[config.mk]
export PLATFORM = sky130hd
export DESIGN_NAME = bp_cce_lce_cmd_send
export DESIGN_NICKNAME = d
export VERILOG_FILES = /design/src/rtl/bp_cce_lce_cmd_send.sv
export SDC_FILE = /design/constraint.sdc
export NUM_CORES = 1
export LEC_CHECK = 0
export BUFFER_PORTS_ARGS = -buffer_cell sky130_fd_sc_hd__buf_2
export CAP_MARGIN = 5
export CORE_MARGIN = 2
export CORE_UTILIZATION = 33
export DETAILED_ROUTE_END_ITERATION = 6
export PLACE_DENSITY = 0.6
export SLEW_MARGIN = 20
export SYNTH_ARGS = -nofsm -noshare
export SYNTH_HDL_FRONTEND = slang
export SYNTH_SLANG_ARGS = --single-unit
[constraint.sdc]
create_clock -name clk_i -period 2.7 [get_ports clk_i]
set_input_delay 0.135 -clock clk_i [delete_from_list [all_inputs] [get_ports clk_i]]
set_output_delay 0.135 -clock clk_i [all_outputs]
set_load 0.005 [all_outputs]
[src/rtl/bp_cce_lce_cmd_send.sv]
// Outbound LCE command sender for the microcoded CCE: single-destination headers or
// invalidation fan-out over a sharers mask, plus outstanding inv-ack accounting.
// Optional sticky ack-error flag: define BP_CCE_LCE_CMD_SEND_ACK_ERR_EN.
module bp_cce_lce_cmd_send #(
    parameter int num_lce_p         = 4,
    parameter int lce_id_width_p    = 2,
    parameter int paddr_width_p     = 40,
    parameter int lce_assoc_width_p = 3,
    parameter int coh_state_width_p = 3,
    localparam int cnt_width_lp     = $clog2(num_lce_p + 1)
) (
    input  logic                                   clk_i,
    input  logic                                   reset_i,

    input  logic                                   cmd_v_i,
    output logic                                   cmd_ready_o,
    input  logic                                   cmd_inv_i,
    input  logic [3:0]                             cmd_type_i,
    input  logic [lce_id_width_p-1:0]              cmd_dst_lce_i,
    input  logic [paddr_width_p-1:0]               cmd_addr_i,
    input  logic [lce_assoc_width_p-1:0]           cmd_way_i,
    input  logic [coh_state_width_p-1:0]           cmd_state_i,
    input  logic [num_lce_p-1:0]                   sharers_i,
    input  logic [num_lce_p*lce_assoc_width_p-1:0] sharers_way_i,
    input  logic [lce_id_width_p-1:0]              req_lce_i,

    output logic                                   lce_cmd_v_o,
    input  logic                                   lce_cmd_ready_i,
    output logic [3:0]                             lce_cmd_type_o,
    output logic [lce_id_width_p-1:0]              lce_cmd_dst_o,
    output logic [paddr_width_p-1:0]               lce_cmd_addr_o,
    output logic [lce_assoc_width_p-1:0]           lce_cmd_way_o,
    output logic [coh_state_width_p-1:0]           lce_cmd_state_o,

    input  logic                                   inv_ack_v_i,
    output logic [cnt_width_lp-1:0]                inv_pending_o,
    output logic                                   inv_done_o,
    output logic                                   ack_err_o
);

    typedef enum logic [1:0] {
        S_READY,
        S_SEND,
        S_INV
    } state_e;

    typedef struct packed {
        logic [3:0]                   msg_type;
        logic [lce_id_width_p-1:0]    dst;
        logic [paddr_width_p-1:0]     addr;
        logic [lce_assoc_width_p-1:0] way;
        logic [coh_state_width_p-1:0] state;
    } hdr_s;

    state_e                                 state_q, state_d;
    hdr_s                                   hdr_q, hdr_d;
    logic [num_lce_p-1:0]                   mask_q, mask_d;
    logic [num_lce_p*lce_assoc_width_p-1:0] ways_q, ways_d;
    logic [cnt_width_lp-1:0]                pending_q, pending_d;

    logic [num_lce_p-1:0]                   fan_mask;
    logic [lce_id_width_p-1:0]              inv_idx;
    logic [lce_assoc_width_p-1:0]           inv_way;
    logic                                   inv_hs;
    logic                                   cnt_full;

    always_comb begin
        // NOTE: every combinational output gets a default first so no path leaves it unassigned (no latches).
        state_d   = state_q;
        hdr_d     = hdr_q;
        mask_d    = mask_q;
        ways_d    = ways_q;
        pending_d = pending_q;

        fan_mask = sharers_i & ~(num_lce_p'(1) << req_lce_i);

        // Scan high-to-low so the lowest set bit wins.
        inv_idx = '0;
        inv_way = '0;
        for (int i = num_lce_p - 1; i >= 0; i--) begin
            if (mask_q[i]) begin
                inv_idx = lce_id_width_p'(i);
                inv_way = ways_q[i*lce_assoc_width_p +: lce_assoc_width_p];
            end
        end

        inv_hs   = (state_q == S_INV) && lce_cmd_ready_i;
        cnt_full = (pending_q == cnt_width_lp'(num_lce_p));

        case (state_q)
            S_READY: begin
                if (cmd_v_i) begin
                    if (cmd_inv_i) begin
                        // An empty fan-out is absorbed here: nothing to send, no state change.
                        if (fan_mask != '0) begin
                            mask_d  = fan_mask;
                            ways_d  = sharers_way_i;
                            hdr_d   = '{msg_type: cmd_type_i, dst: '0, addr: cmd_addr_i,
                                        way: '0, state: cmd_state_i};
                            state_d = S_INV;
                        end
                    end else begin
                        hdr_d   = '{msg_type: cmd_type_i, dst: cmd_dst_lce_i, addr: cmd_addr_i,
                                    way: cmd_way_i, state: cmd_state_i};
                        state_d = S_SEND;
                    end
                end
            end
            S_SEND: begin
                if (lce_cmd_ready_i) begin
                    state_d = S_READY;
                end
            end
            S_INV: begin
                if (lce_cmd_ready_i) begin
                    mask_d = mask_q & (mask_q - num_lce_p'(1));
                    if (mask_d == '0) begin
                        state_d = S_READY;
                    end
                end
            end
            default: state_d = S_READY;
        endcase

        // A send and an ack in the same cycle cancel; acks at zero and sends at full are dropped.
        if (inv_hs && !inv_ack_v_i) begin
            if (!cnt_full) begin
                pending_d = pending_q + cnt_width_lp'(1);
            end
        end else if (!inv_hs && inv_ack_v_i && (pending_q != '0)) begin
            pending_d = pending_q - cnt_width_lp'(1);
        end

        cmd_ready_o     = (state_q == S_READY);
        lce_cmd_v_o     = (state_q != S_READY);
        lce_cmd_type_o  = hdr_q.msg_type;
        lce_cmd_addr_o  = hdr_q.addr;
        lce_cmd_state_o = hdr_q.state;
        lce_cmd_dst_o   = (state_q == S_INV) ? inv_idx : hdr_q.dst;
        lce_cmd_way_o   = (state_q == S_INV) ? inv_way : hdr_q.way;
    end

    assign inv_pending_o = pending_q;
    assign inv_done_o    = (pending_q == '0);

    // NOTE: state registers use non-blocking assignments so every flop samples pre-edge values.
    always_ff @(posedge clk_i) begin
        if (reset_i) begin
            state_q   <= S_READY;
            hdr_q     <= '0;
            mask_q    <= '0;
            ways_q    <= '0;
            pending_q <= '0;
        end else begin
            state_q   <= state_d;
            hdr_q     <= hdr_d;
            mask_q    <= mask_d;
            ways_q    <= ways_d;
            pending_q <= pending_d;
        end
    end

`ifdef BP_CCE_LCE_CMD_SEND_ACK_ERR_EN
    logic ack_err_q, ack_err_d;

    always_comb begin
        ack_err_d = ack_err_q
                  | (inv_ack_v_i && !inv_hs && (pending_q == '0))
                  | (inv_hs && !inv_ack_v_i && cnt_full);
    end

    always_ff @(posedge clk_i) begin
        if (reset_i) begin
            ack_err_q <= 1'b0;
        end else begin
            ack_err_q <= ack_err_d;
        end
    end

    assign ack_err_o = ack_err_q;
`else
    assign ack_err_o = 1'b0;
`endif

endmodule
### After elaboration in Yosys (flattened, before gate mapping)

Cells that the tools add are included.

| operators by class | value |
|---|---|
| add/sub/neg operators | 3 |
| equal/unequal tests | 12 |
| shifts and indexed selects | 1 |
| muxes and demuxes | 27 |
| bitwise operators | 3 |
| reductions and logical operators | 19 |

Operators by type and width:

| operator | count |
|---|---|
| 52-bit two-way mux | 2 |
| 3-bit two-way mux | 8 |
| 2-bit two-way mux | 11 |
| 4-bit two-way mux | 4 |
| 5-bit AND reduction | 2 |
| 4-bit AND | 2 |
| 2-bit by 1-bit != test with 1-bit output, second input constant | 4 |
| 2-bit != test, second input constant | 4 |
| 4-bit one-hot mux with 2 select lines | 1 |
| 2-bit one-hot mux with 3 select lines | 1 |
| 2-bit nonzero test | 3 |
| 1-bit logical AND | 4 |
| 4-bit logical NOT | 1 |
| 4-bit NOT | 1 |
| 4-bit AND reduction | 1 |
| 4-bit nonzero test | 1 |
| 1-bit by 2-bit << shifter with 4-bit output, first input constant | 1 |
| 4-bit by 1-bit subtractor with 4-bit output, second input constant | 1 |
| 3-bit by 1-bit adder with 3-bit output, second input constant | 1 |
| 3-bit == test, second input constant | 1 |
| 3-bit logical NOT | 1 |
| 3-bit by 2-bit != test with 1-bit output, second input constant | 1 |
| 3-bit AND reduction | 1 |
| 3-bit nonzero test | 1 |
| 6 further kinds | 7 |

| word-level totals | value |
|---|---|
| register bits after elaboration | 73 |
| bits of input ports | 76 |
| output and inout port bits | 59 |
| logic and storage cells | 74 |

### Logic depth before layout (Yosys ltp)

Gate-level depths: netlist (run 1).

| depth | value |
|---|---|
| word-level depth | 8 |
| mapped depth | 7 |
| mapped depth without buffers | 6 |

### Least setup slack after synthesis (run 1)

Ideal clock, no wire load.

| timing | value |
|---|---|
| path type | flip-flop to flip-flop |
| start point | register state_q[1] |
| end point | register pending_q[2] (netlist: inv_pending_o[2]) |
| library setup time | 0.134 ns |
| arrival | 1.946 ns |
| required time | 2.566 ns |
| path slack | 0.621 ns |
| cell stages (with the launch flop) | 8 |
| buffers on the path | 1 |
| period minus slack after synthesis | 2.079 ns |
| path through | dfxtp_1 > clkbuf_1 > nand3b_1 > or2_2 > fa_1 > nor3b_1 > a311oi_1 > a211oi_1 |

| on the way | value |
|---|---|
| longest elaborated chain between the ends | 7 |
| elaborated cells between the ends (all ways) | 10 |
| those cells by class | 2 x eq/ne; 1 x mux; 7 x reduce/logical |

RTL lines:

| element | RTL line | text |
|---|---|---|
| start: declaration | 55 | `state_e state_q, state_d;` |
| start signal: assignment | 155 | `state_q <= state_d;` |
| 2-bit == test (*) | 87 | `inv_hs = (state_q == S_INV) && lce_cmd_ready_i;` |
| 1-bit logical AND (*) | 87 |  |
| 1-bit logical NOT | 130 | `end else if (!inv_hs && inv_ack_v_i && (pending_q != '0)) begin` |
| 1-bit logical AND (2 in a row) | 130 |  |
| 2-bit nonzero test (no line) | - |  |
| 2-bit AND reduction (no line) | - |  |
| end signal: assignment | 159 | `pending_q <= pending_d;` |
| end: declaration | 59 | `logic [cnt_width_lp-1:0] pending_q, pending_d;` |

Every way passes the cells marked *; elsewhere a longest branch is shown, timed or not.
A chain may end at the register's enable or synchronous reset.

### Final worst setup path (run 1)

Same ends and word-level chain as after synthesis.

==> key figures, run 1 <==
GRT
  • Vias in the first global route: 2832
  • Largest net degree at the start of global routing: a little under 70
  • Initial antenna violation count: 0
  • Total gr overflow: 0
  • First-pass GRT wire length: ~13000 µm
  • All-Layer GR Usage: 0.136

Synthesis
  • Syn_area_per_cell: between 8 and 9 µm²
  • Distinct cells, synth: 42
  • Ys Warns: 0
  • Syn Nets: 525
  • Fraction of registers with async set/reset: 0
  • Seq cells post-synth: 73
  • Post-synthesis instance area: 3720 µm²
  • Post-synthesis cell count: about 450
  • EDFF count, synth: 0
  • Commonest register cell after synthesis: dfxtp_1
  • Sequential fraction of the synthesis area: 0.393

Placed design
  • Placed cell area: 4110 µm²
  • Routability cong.: roughly 0.79
  • Port-buffer cells: roughly 130
  • Pre-CTS WS: roughly 0.61 ns
  • Post-Place Cells: about 650
  • HPWL Detailed: 5870 µm

Timing
  • Fin crit share: 0.737
  • Min setup slack post-route: 0.711 ns
  • Max_slew headroom: 0.543
  • Slew @ Worst Pin: approximately 0.69 ns
  • Minimum clock period: between 1.5 and 2 ns
  • Peak Freq: 503 MHz
  • Post-route setup TNS: 0 ns
  • Max Slew Vio Count: 0
  • Unrepaired setup endpoints after global routing: false
  • Clock skew: 0.00426 ns
  • Endpoints failing hold: 0
  • Final setup violation count: 0

Min path
  • HP Class: in2reg
  • Hold path depth: 3
  • Hold Path Sink: hdr_q[3]
  • HP Start: cmd_way_i[0]

Finish
  • Multi-input logic area: roughly 1700 µm²
  • Reg area: roughly 1500 µm²
  • # diodes: 0
  • Post-route insts no fill: around 670
  • Final nets: about 600
  • Proportion of layout cells with a drive suffix above 1: 0.307
  • Fill count: ~1100
  • Design area: 4440 µm²
  • Area Growth Syn to Fin: 19.5%

Clock network
  • Clk sink count: 73
  • CTS max path bufs: 2
  • PostCTS Resize Cnt: 0
  • Root buf cell: clkbuf_16
  • Clk pin slew, worst setup/hold paths: 0.06 ns
  • CTS tree: done
  • Hold buffers post-CTS: 0
  • Number of buffers created by CTS: 9
  • Setup Fix Bufs, Post-CTS: 0
  • Worst skew pair latency: between 0.3 and 0.4 ns
  • Htree depth: 3

Route
  • Routed len/inst: about 12 µm
  • Vias post-DR: 3057
  • Number of remaining DRC errors: 0
  • 1st-pass router iterations: 6
  • Routed vias/inst: 4.60
  • Routed Antenna Nets: 0
  • DR iter-0 viols: 187
  • Final WL: a little over 8000 µm

Critical path
  • Max incr delay on CP: 0.46 ns
  • Worst Path Buf+Inv: 0
  • CP Class: reg2reg
  • Crit end category: flop
  • Worst setup SP type: flop
  • WP data required: 2.89 ns
  • Crit path max fanout: 8
  • Worst r2r src: state_q[1]
  • Reg2Reg Depth: 6
  • Ordered list of cells on the worst path: nand3b_1 > or2_2 > fa_1 > nor3b_1 > a311oi_1 > a211oi_1
  • Reg2Reg Setup Slack: 0.71 ns
  • Arrival time at the worst endpoint: about 2.2 ns
  • Top delay family on crit path: simple AND/OR/NAND/NOR gates
  • R2R Path End: inv_pending_o[2]
  • CP max-delay cell: dfxtp_1

Run
  • Max cap viols: 0

Floorplan
  • Die area: 12100 µm²
  • Core area: 10900 µm²
  • Initial core utilization: 0.340
  • Cell row count: 38
  • Die Y: approximately 110 µm
  • IO Count: between 100 and 150
  • Die width: 110 µm

Power and ir drop
  • Leakage power: 0.00206 µW
  • Maximum vdd ir drop: roughly 0.29 mV
  • PwrDens: between 600 and 700 nW/µm²
  • Tot Pwr: 2960 µW

Status
  • Status: completed
placed cells by master, fill, tap and decap left out, types with 2 or more instances in the layout:
master     Yosys  final
nand3_1       16     16
o21ai_1        6      6
nand2_1      118    118
a211oi_1       2      2
bufinv_16      0      2
buf_2          0    133
a21oi_1       17     17
inv_1          7      6
buf_12         0      2
buf_4         49      2
o211ai_1       4      4
o21ai_0       22     22
nor2_1        11     11
o221a_2        2      2
nor3b_1        5      5
mux2i_1       48     48
clkinv_2       0      2
o31a_1         3      3
clkbuf_16      0      9
a221oi_1       3      3
nor2b_1        8      8
nor3_1         2      2
dfxtp_1       73     73
or3_1          2      2
where the power goes:
part / total [µW] / internal (µW) / switching (µW)
clock: 1270 / 833 / 438
combinational: 465 / 227 / 238
sequential: 1230 / 1170 / 59.5
sequential cells by signal, indices dropped and copies added, names as in the netlist:
| register | cells |
|---|---|
| lce_cmd_addr_o | 40 |
| ways_q | 12 |
| hdr_q | 5 |
| lce_cmd_type_o | 4 |
| mask_q | 4 |
| inv_pending_o | 3 |
| lce_cmd_state_o | 3 |
| state_q | 2 |
routing by layer:
| layer | vias up | wire length (µm) | GRT usage |
|---|---|---|---|
| met5 | - | 0 | 0 |
| met4 | 0 | 116 | 0.0536 |
| met3 | 9 | 474 | 0.0359 |
| met2 | 85 | 3800 | 0.224 |
| met1 | 1363 | 3810 | 0.168 |
| li1 | 1600 | - | - |
worst min-delay path: cells and delay by family:
family	cells	cell delay [ns]
buffers and inverters	1	0.07
AND/OR/NAND/NOR	1	0.04
AO/OA/AOI/OAI	1	0.06
cells in the mapped netlist, drive strengths merged (2+ instances only):
cell type	number	area, µm²
o21ai	28	140
nand3	16	80.1
or4b	2	23.8
nor2b	8	50.1
nor3	2	10.0
a221oi	3	26.3
a2bb2oi	2	17.5
o211ai	4	30.0
mux2i	48	480
inv	7	26.3
o31a	3	26.3
dfxtp	73	1460
or3	2	12.5
nand2	118	443
nor3b	5	37.5
o221a	2	22.5
nor2	11	41.3
o22ai	2	12.5
a21oi	17	85.1
buf	55	435
a211oi	2	15.0
clkbuf	21	78.8
worst max path at each step:
stage | slack, ns | cells past startpoint | from | to
after floorplan | 0.62 | 7 | state_q[1] | inv_pending_o[2]
after global placement | 0.65 | 5 | req_lce_i[1] | mask_q[3]
after detailed placement | 0.61 | 5 | req_lce_i[1] | mask_q[3]
after CTS | 0.75 | 6 | state_q[1] | inv_pending_o[2]
after global routing | 0.61 | 6 | state_q[1] | inv_pending_o[2]
final | 0.71 | 6 | state_q[1] | inv_pending_o[2]
logic make-up after synthesis:
| group | share of synthesized area |
|---|---|
| flops | 0.393 |
| simple gates | 0.197 |
| xor+xnor | 0.00471 |
| compound gates | 0.124 |
| buf+inv | 0.145 |
| fa+ha+maj | 0.00539 |
| other cells | 0.00101 |
| mux | 0.129 |
metrics by stage:
stage | utilization | hold WS [ns]
after global routing | 0.406 | 0.0244
after CTS | 0.405 | 0.000295
final | 0.406 | 0.0143
after detailed placement | 0.376 | 0.344
after floorplan | - | 0.250
after global placement | 0.376 | 0.341
layout make-up:
| cell class | count | area share |
|---|---|---|
| flip-flops and latches | 73 | 0.329 |
| well taps | 140 | 0.0395 |
| multi-input cells | 292 | 0.391 |
| clock buffers | 11 | 0.0547 |
| repair buffers | 137 | 0.162 |
| inverters | 7 | 0.00592 |
| clock inverters | 5 | 0.0178 |
No activity file was read; power rests on OpenSTA's default activity.
==> inputs of run 2 (changes only) <==
--- a/config.mk
+++ b/config.mk
@@ -5,12 +5,13 @@
 export SDC_FILE = /design/constraint.sdc
 export NUM_CORES = 1
 export LEC_CHECK = 0
+export ABC_AREA = 1
 export BUFFER_PORTS_ARGS = -buffer_cell sky130_fd_sc_hd__buf_2
 export CAP_MARGIN = 5
 export CORE_MARGIN = 2
 export CORE_UTILIZATION = 33
 export DETAILED_ROUTE_END_ITERATION = 6
-export PLACE_DENSITY = 0.6
+export PLACE_DENSITY = 0.63
 export SLEW_MARGIN = 20
 export SYNTH_ARGS = -nofsm -noshare
 export SYNTH_HDL_FRONTEND = slang
==> constraint.sdc (replaced) <==
create_clock -name clk_i -period 1.6 [get_ports clk_i]
set_input_delay 0.08 -clock clk_i [delete_from_list [all_inputs] [get_ports clk_i]]
set_output_delay 0.08 -clock clk_i [all_outputs]
set_load 0.005 [all_outputs]
==> run 2 against run 1 <==
Flip-flop and latch count did not move. Wire length up 20%. Die area fell by 4.9%. Count of clock-buffer cells in the layout grew 1. Sequential share of layout area decreased by 2.9 points. First-iteration DRC count fell by 2.1%. Critical path depth increased by 1. Core utilization is 6.5 points higher. Combinational power up 140%. Area after synthesis decreased by 5.1%. Clock power increased by 22%. Largest cell class unchanged.
==> key figures, run 2 <==
Status
  • Status: completed

Timing
  • Endpoints failing hold: 0 (unchanged)
  • Post-route setup TNS: 0 ns (unchanged)
  • Minimum clock period: roughly 1.5 ns
  • Clock skew: 0.00670 ns (+0.00243 ns)
  • Unrepaired setup endpoints after global routing: true
  • Final setup violation count: 0 (unchanged)
  • Peak Freq: about 650 MHz
  • Fin crit share: 0.956
  • Max Slew Vio Count: 0 (unchanged)

Clock network
  • CTS max path bufs: 2 (unchanged)
  • Htree depth: 3 (unchanged)
  • Clk pin slew, worst setup/hold paths: 0.08 ns (+0.02 ns)
  • Number of buffers created by CTS: 9 (unchanged)
  • Clk sink count: 73 (unchanged)
  • Worst skew pair latency: 0.34 ns (+0.02 ns)
  • Root buf cell: clkbuf_8
  • CTS tree: done

Route
  • Final WL: 9800 µm (+20%)
  • Vias post-DR: 3616 (+18%)
  • DR iter-0 viols: 183 (-2.1%)
  • Routed Antenna Nets: 0 (unchanged)
  • Routed len/inst: 12.9 µm (+4.9%)
  • Number of remaining DRC errors: 0 (unchanged)
  • 1st-pass router iterations: 4 (-2)
  • Routed vias/inst: 4.77 (+3.8%)

Critical path
  • Worst Path Buf+Inv: 3 (+3)
  • Crit end category: output port
  • CP max-delay cell: dfxtp_2
  • Crit path max fanout: 7 (-1)
  • WP data required: 1.52 ns (-1.37 ns)
  • Max incr delay on CP: 0.34 ns (-0.12 ns)
  • Ordered list of cells on the worst path: inv_2 > nand2_2 > buf_6 > nor2_4 > a22oi_1 > o21ai_1 > buf_2
  • Arrival time at the worst endpoint: 1.45 ns (-0.73 ns)
  • Crit path launch: state_q[0]
  • Top delay family on crit path: buffers and inverters
  • Worst r2r src: state_q[0]
  • Worst setup SP type: flop
  • CP Class: reg2out

Floorplan
  • Die Y: 107 µm (-2.5%)
  • Die width: 107 µm (-2.5%)
  • IO Count: 135 (unchanged)
  • Core area: 10400 µm² (-5.2%)
  • Die area: 11500 µm² (-4.9%)
  • Initial core utilization: 0.340 (about the same)
  • Cell row count: 37 (-2.6%)

Synthesis
  • Syn_area_per_cell: 7.52 µm² (-9.4%)
  • Synth area leader: dfxtp_1
  • Post-synthesis instance area: 3530 µm² (-5.1%)
  • Top area cells in the synthesized netlist: dfxtp_1 (41%), buf_4 (10%), nand2_1 (9.8%)
  • Count leader, synth: nand2_1
  • Commonest register cell after synthesis: dfxtp_1
  • Synth top area share: 0.414 (+0.0212)
  • Seq cells post-synth: 73 (unchanged)
  • Synth top cells by count: nand2_1 (92), dfxtp_1 (73), nand3_1 (62)
  • Fraction of registers with async set/reset: 0 (unchanged)
  • Syn Nets: 546 (+4.0%)
  • Ys Warns: 0 (unchanged)
  • Distinct cells, synth: 28 (-33%)
  • Sequential fraction of the synthesis area: 0.414 (+0.0212)
  • EDFF count, synth: 0 (unchanged)
  • Post-synthesis cell count: 469 (+4.7%)

Finish
  • Commonest non-fill, non-tap cell in the layout: buf_2
  • # diodes: 0 (unchanged)
  • Final core area utilization: 0.471 (+0.0646)
  • Proportion of layout cells with a drive suffix above 1: 0.330 (+0.0229)
  • Area Growth Syn to Fin: 38.4%
  • Largest register FFs: 40 (unchanged)
  • Commonest cells after routing, fill and taps aside: buf_2 (133), nand2_1 (90), dfxtp_1 (70)
  • Final nets: 694 (+16%)

Power and ir drop
  • Power share of the combinational group: 0.232 (+0.075)
  • PwrDens: 969 nW/µm² (+45%)
  • Maximum vdd ir drop: 0.482 mV (+65%)
  • Switch share: 0.295 (+0.0464)
  • Clk pwr share: 0.327 (-0.102)
  • Internal: 3340 µW (+50%)
  • Net Switching: 1390 µW (+90%)
  • Part of the power in registers: 0.441 (+0.027)
  • Leakage power: 0.00225 µW (+8.8%)

GRT
  • Initial antenna violation count: 0 (unchanged)
  • Vias in the first global route: 3564 (+26%)
  • Largest net degree at the start of global routing: 32 (-53%)
  • First-pass GRT wire length: 15700 µm (+21%)
  • All-Layer GR Usage: 0.170 (+0.0349)
  • Total gr overflow: 0 (unchanged)

Placed design
  • Port-buffer cells: 133 (unchanged)
  • HPWL Detailed: 6300 µm (+7.3%)
  • Routability cong.: 0.871 (+10%)

Run
  • Max cap viols: 0 (unchanged)

Min path
  • HP Class: in2reg
  • HP Start: cmd_v_i
==> run 2: cells by family after synthesis <==
| logic type | Yosys count | share of synthesized area |
|---|---|---|
| compound gates | 89 | 0.143 |
| flops | 73 | 0.414 |
| other cells | 1 | 0.00106 |
| fa+ha+maj | 1 | 0.00568 |
| xor+xnor | 1 | 0.00248 |
| buf+inv | 101 | 0.171 |
| simple gates | 203 | 0.262 |
==> run 2: worst min-delay path, stage by stage <==
cell	delay, ns
buf_2	0.15
nand4_1	0.10
a21oi_1	0.06
==> run 2: area by class of cell <==
| cell class | count | area [µm²] |
|---|---|---|
| multi-input combinational | 295 | 1490 |
| timing repair buffer | 209 | 1420 |
| fill | 1019 | 5490 |
| clock buffer | 12 | 165 |
| clock inverter | 4 | 50.0 |
| inverter | 29 | 114 |
| tap | 136 | 170 |
| sequential | 73 | 1470 |
==> run 2: worst paths after layout <==
check,to,slack (ns),cells past startpoint
worst max-delay path,lce_cmd_way_o[2],0.07,7
worst min-delay path,ways_q[0],0.09,3
worst max register to register,inv_pending_o[2],0.11,10
worst min register to register,ways_q[4],0.47,2
==> run 2: per-layer routing <==
layer / global-route usage / part of all wire / wire length [µm] / vias up
li1: - / - / - / 1789
met1: 0.190 / 0.41 / 4050 / 1674
met2: 0.306 / 0.50 / 4890 / 121
met3: 0.0260 / 0.050 / 486 / 32
met4: 0.0989 / 0.038 / 376 / 0
met5: 0 / 0 / 0 / -
==> run 2: what timing repair did <==
action,in CTS,in global routing
resized for setup,6,15
pin swaps,0,2
hold buffers,64,0
endpoints found under the hold margin,64,0
endpoints found under the setup margin,7,37
setup buffers,0,0
==> run 2: power groups by stage <==
stage                     clock network [µW]  logic, µW  registers (µW)
after floorplan                            0        725            2100
after CTS                               1600       1080            2080
final                                   1550       1100            2080
after detailed placement                   0        953            2120
after global placement                     0        937            2120
after global routing                    1700       1220            2100
==> run 2: through the flow <==
stage | hold WS, ns | setup WS (ns) | instance area, µm² | std cells | total power (µW)
global route | 0.0951 | -0.00408 | 4880 | 758 | 5030
detailed placement | 0.307 | 0.0270 | 3980 | 678 | 3080
global placement | 0.302 | 0.0881 | 3980 | 678 | 3050
floorplan | 0.215 | 0.0174 | 3530 | 469 | 2820
CTS | 0.0689 | 0.00242 | 4850 | 758 | 4770
finish | 0.0942 | 0.0700 | 4880 | 758 | 4730
==> inputs of run 3 (changes only) <==
--- a/config.mk
+++ b/config.mk
@@ -11,7 +11,7 @@
 export CORE_MARGIN = 2
 export CORE_UTILIZATION = 33
 export DETAILED_ROUTE_END_ITERATION = 6
-export PLACE_DENSITY = 0.63
+export PLACE_DENSITY = 0.61
 export SLEW_MARGIN = 20
 export SYNTH_ARGS = -nofsm -noshare
 export SYNTH_HDL_FRONTEND = slang
==> constraint.sdc (replaced) <==
create_clock -name clk_i -period 1.5 [get_ports clk_i]
set_input_delay 0.075 -clock clk_i [delete_from_list [all_inputs] [get_ports clk_i]]
set_output_delay 0.075 -clock clk_i [all_outputs]
set_load 0.005 [all_outputs]
==> run 3 against run 2 <==
Via count up 0.64%. The run now ends with setup timing left. Clock skew up 0.00055 ns. Critical path type unchanged. Flip-flop and latch count unchanged.
==> key figures, run 3 (synthesized netlist as in run 2, its figures left out) <==
Floorplan
  • Die Y: 107 µm (unchanged)
  • IO Count: 135 (unchanged)
  • Die area: 11500 µm² (unchanged)
  • Die width: 107 µm (unchanged)
  • Cell row count: 37 (unchanged)
  • Core area: 10400 µm² (unchanged)
  • Initial core utilization: 0.340 (unchanged)

Critical path
  • Arrival time at the worst endpoint: 1.45 ns (about the same)
  • Worst setup SP type: flop
  • Crit end category: output port
  • WP data required: 1.42 ns (-0.10 ns)
  • Crit path max fanout: 5 (-2)
  • CP Class: reg2out

Finish
  • Final nets: 708 (+2.0%)
  • Proportion of layout cells with a drive suffix above 1: 0.386 (+0.0562)
  • Final core area utilization: 0.506 (+0.0357)
  • Post-route insts no fill: 771 (+1.7%)
  • Commonest cells after routing, fill and taps aside: buf_2 (133), nand2_1 (87), dfxtp_1 (70)
  • Commonest non-fill, non-tap cell in the layout: buf_2
  • # diodes: 0 (unchanged)
  • Area Growth Syn to Fin: 48.9%
  • Largest register FFs: 40 (unchanged)

Timing
  • Clock skew: 0.00725 ns (+0.000550 ns)
  • Peak Freq: 657 MHz
  • Min setup slack post-route: -0.0211 ns (-0.0911 ns)
  • Unrepaired setup endpoints after global routing: true
  • Endpoints failing hold: 0 (unchanged)
  • Final setup violation count: 1 (+1)
  • Minimum clock period: around 1.5 ns
  • Fin crit share: 1.01
  • Max Slew Vio Count: 0 (unchanged)

GRT
  • All-Layer GR Usage: 0.168 (-0.00287)
  • Total gr overflow: 0 (unchanged)
  • Initial antenna violation count: 0 (unchanged)
  • First-pass GRT wire length: 15500 µm (-1.2%)
  • Largest net degree at the start of global routing: 36 (+13%)
  • Vias in the first global route: 3502 (-1.7%)

Route
  • Routed vias/inst: 4.72 (-1.1%)
  • Final WL: 10300 µm (+4.8%)
  • Routed len/inst: 13.3 µm (+3.0%)
  • Number of remaining DRC errors: 0 (unchanged)
  • Routed Antenna Nets: 0 (unchanged)
  • Vias post-DR: 3639 (+0.64%)
  • 1st-pass router iterations: 4 (unchanged)
  • DR iter-0 viols: 199 (+8.7%)

Clock network
  • Worst skew pair latency: 0.36 ns (+0.02 ns)
  • Clk sink count: 73 (unchanged)
  • Htree depth: 3 (unchanged)
  • Clk pin slew, worst setup/hold paths: 0.08 ns (about the same)
  • Number of buffers created by CTS: 9 (unchanged)
  • Root buf cell: clkbuf_8
  • CTS max path bufs: 2 (unchanged)
  • CTS tree: done

Power and ir drop
  • Maximum vdd ir drop: 0.475 mV (-1.6%)
  • PwrDens: 1010 nW/µm² (+4.5%)
  • Leakage power: 0.00238 µW (+6.0%)

Min path
  • HP Class: in2reg

Run
  • Max cap viols: 0 (unchanged)

Status
  • Failing checks: setup timing
  • Status: complete, but fails checks

Placed design
  • Port-buffer cells: 133 (unchanged)
  • HPWL Detailed: 6400 µm (+1.6%)
  • Routability cong.: 0.837 (-3.9%)
  • Post-Place Cells: 681 (+0.44%)
==> run 3: what timing repair did <==
| item | in CTS | in global routing |
|---|---|---|
| hold buffers | 64 | 0 |
| pin swaps | 5 | 14 |
| setup buffers | 3 | 4 |
| cloned | 0 | 5 |
| setup endpoints to repair | 5 | 53 |
| gates resized for setup | 19 | 39 |
| hold endpoints to repair | 64 | 0 |
==> run 3: metal layers <==
| layer | GRT usage | up-vias | part of all wire |
|---|---|---|---|
| met2 | 0.302 | 111 | 0.50 |
| met1 | 0.194 | 1700 | 0.44 |
| met3 | 0.0363 | 9 | 0.047 |
| li1 | - | 1819 | - |
| met4 | 0.0614 | 0 | 0.013 |
| met5 | 0 | - | 0 |
==> run 3: layout make-up <==
| cell class | instances | area (µm²) |
|---|---|---|
| Multi-Input combinational cell | 295 | 1630 |
| Clock inverter | 5 | 80.1 |
| Inverter | 29 | 116 |
| Tap cell | 136 | 170 |
| Timing Repair Buffer | 223 | 1650 |
| Clock buffer | 10 | 138 |
| Fill cell | 1000 | 5120 |
| Sequential cell | 73 | 1470 |
==> run 3: stage by stage <==
| stage | power [µW] | setup slack (ns) | hold slack [ns] | TNS [ns] | cell area (µm²) |
|---|---|---|---|---|---|
| 2_1_floorplan | 3020 | 0.00473 | 0.210 | 0 | 3540 |
| 3_3_place_gp | 3300 | 0.0403 | 0.299 | 0 | 4050 |
| 3_5_place_dp | 3320 | 0.0206 | 0.305 | 0 | 4050 |
| 4_1_cts | 5210 | -0.0376 | 0.0598 | -0.105 | 4980 |
| 5_1_grt | 5610 | -0.0870 | 0.0846 | -0.643 | 5250 |
| 6_report | 5320 | -0.0211 | 0.0817 | -0.0211 | 5250 |
==> run 3: path summary, 6_finish.rpt <==
path / cells past startpoint / endpoint / from / slack [ns]
max: 7 / lce_cmd_way_o[0] / state_q[0] / -0.02
min: 3 / ways_q[2] / cmd_v_i / 0.08
max reg2reg: 9 / lce_cmd_addr_o[24] / state_q[0] / 0.05
min reg2reg: 2 / ways_q[5] / ways_q[5] / 0.46
==> run 3: report_power, final <==
| group | switching (µW) | internal (µW) |
|---|---|---|
| Clock | 749 | 969 |
| Combinational | 699 | 676 |
| Sequential | 114 | 2110 |
| Total | 1560 | 3750 |
==> run 3: critical path: stages, from the launching register on <==
cell and delay [ns]:
dfxtp_2 0.33, inv_2 0.07, nand2_4 0.06, buf_6 0.13, buf_12 0.12, a22oi_2 0.15
o21ai_1 0.09, buf_2 0.13
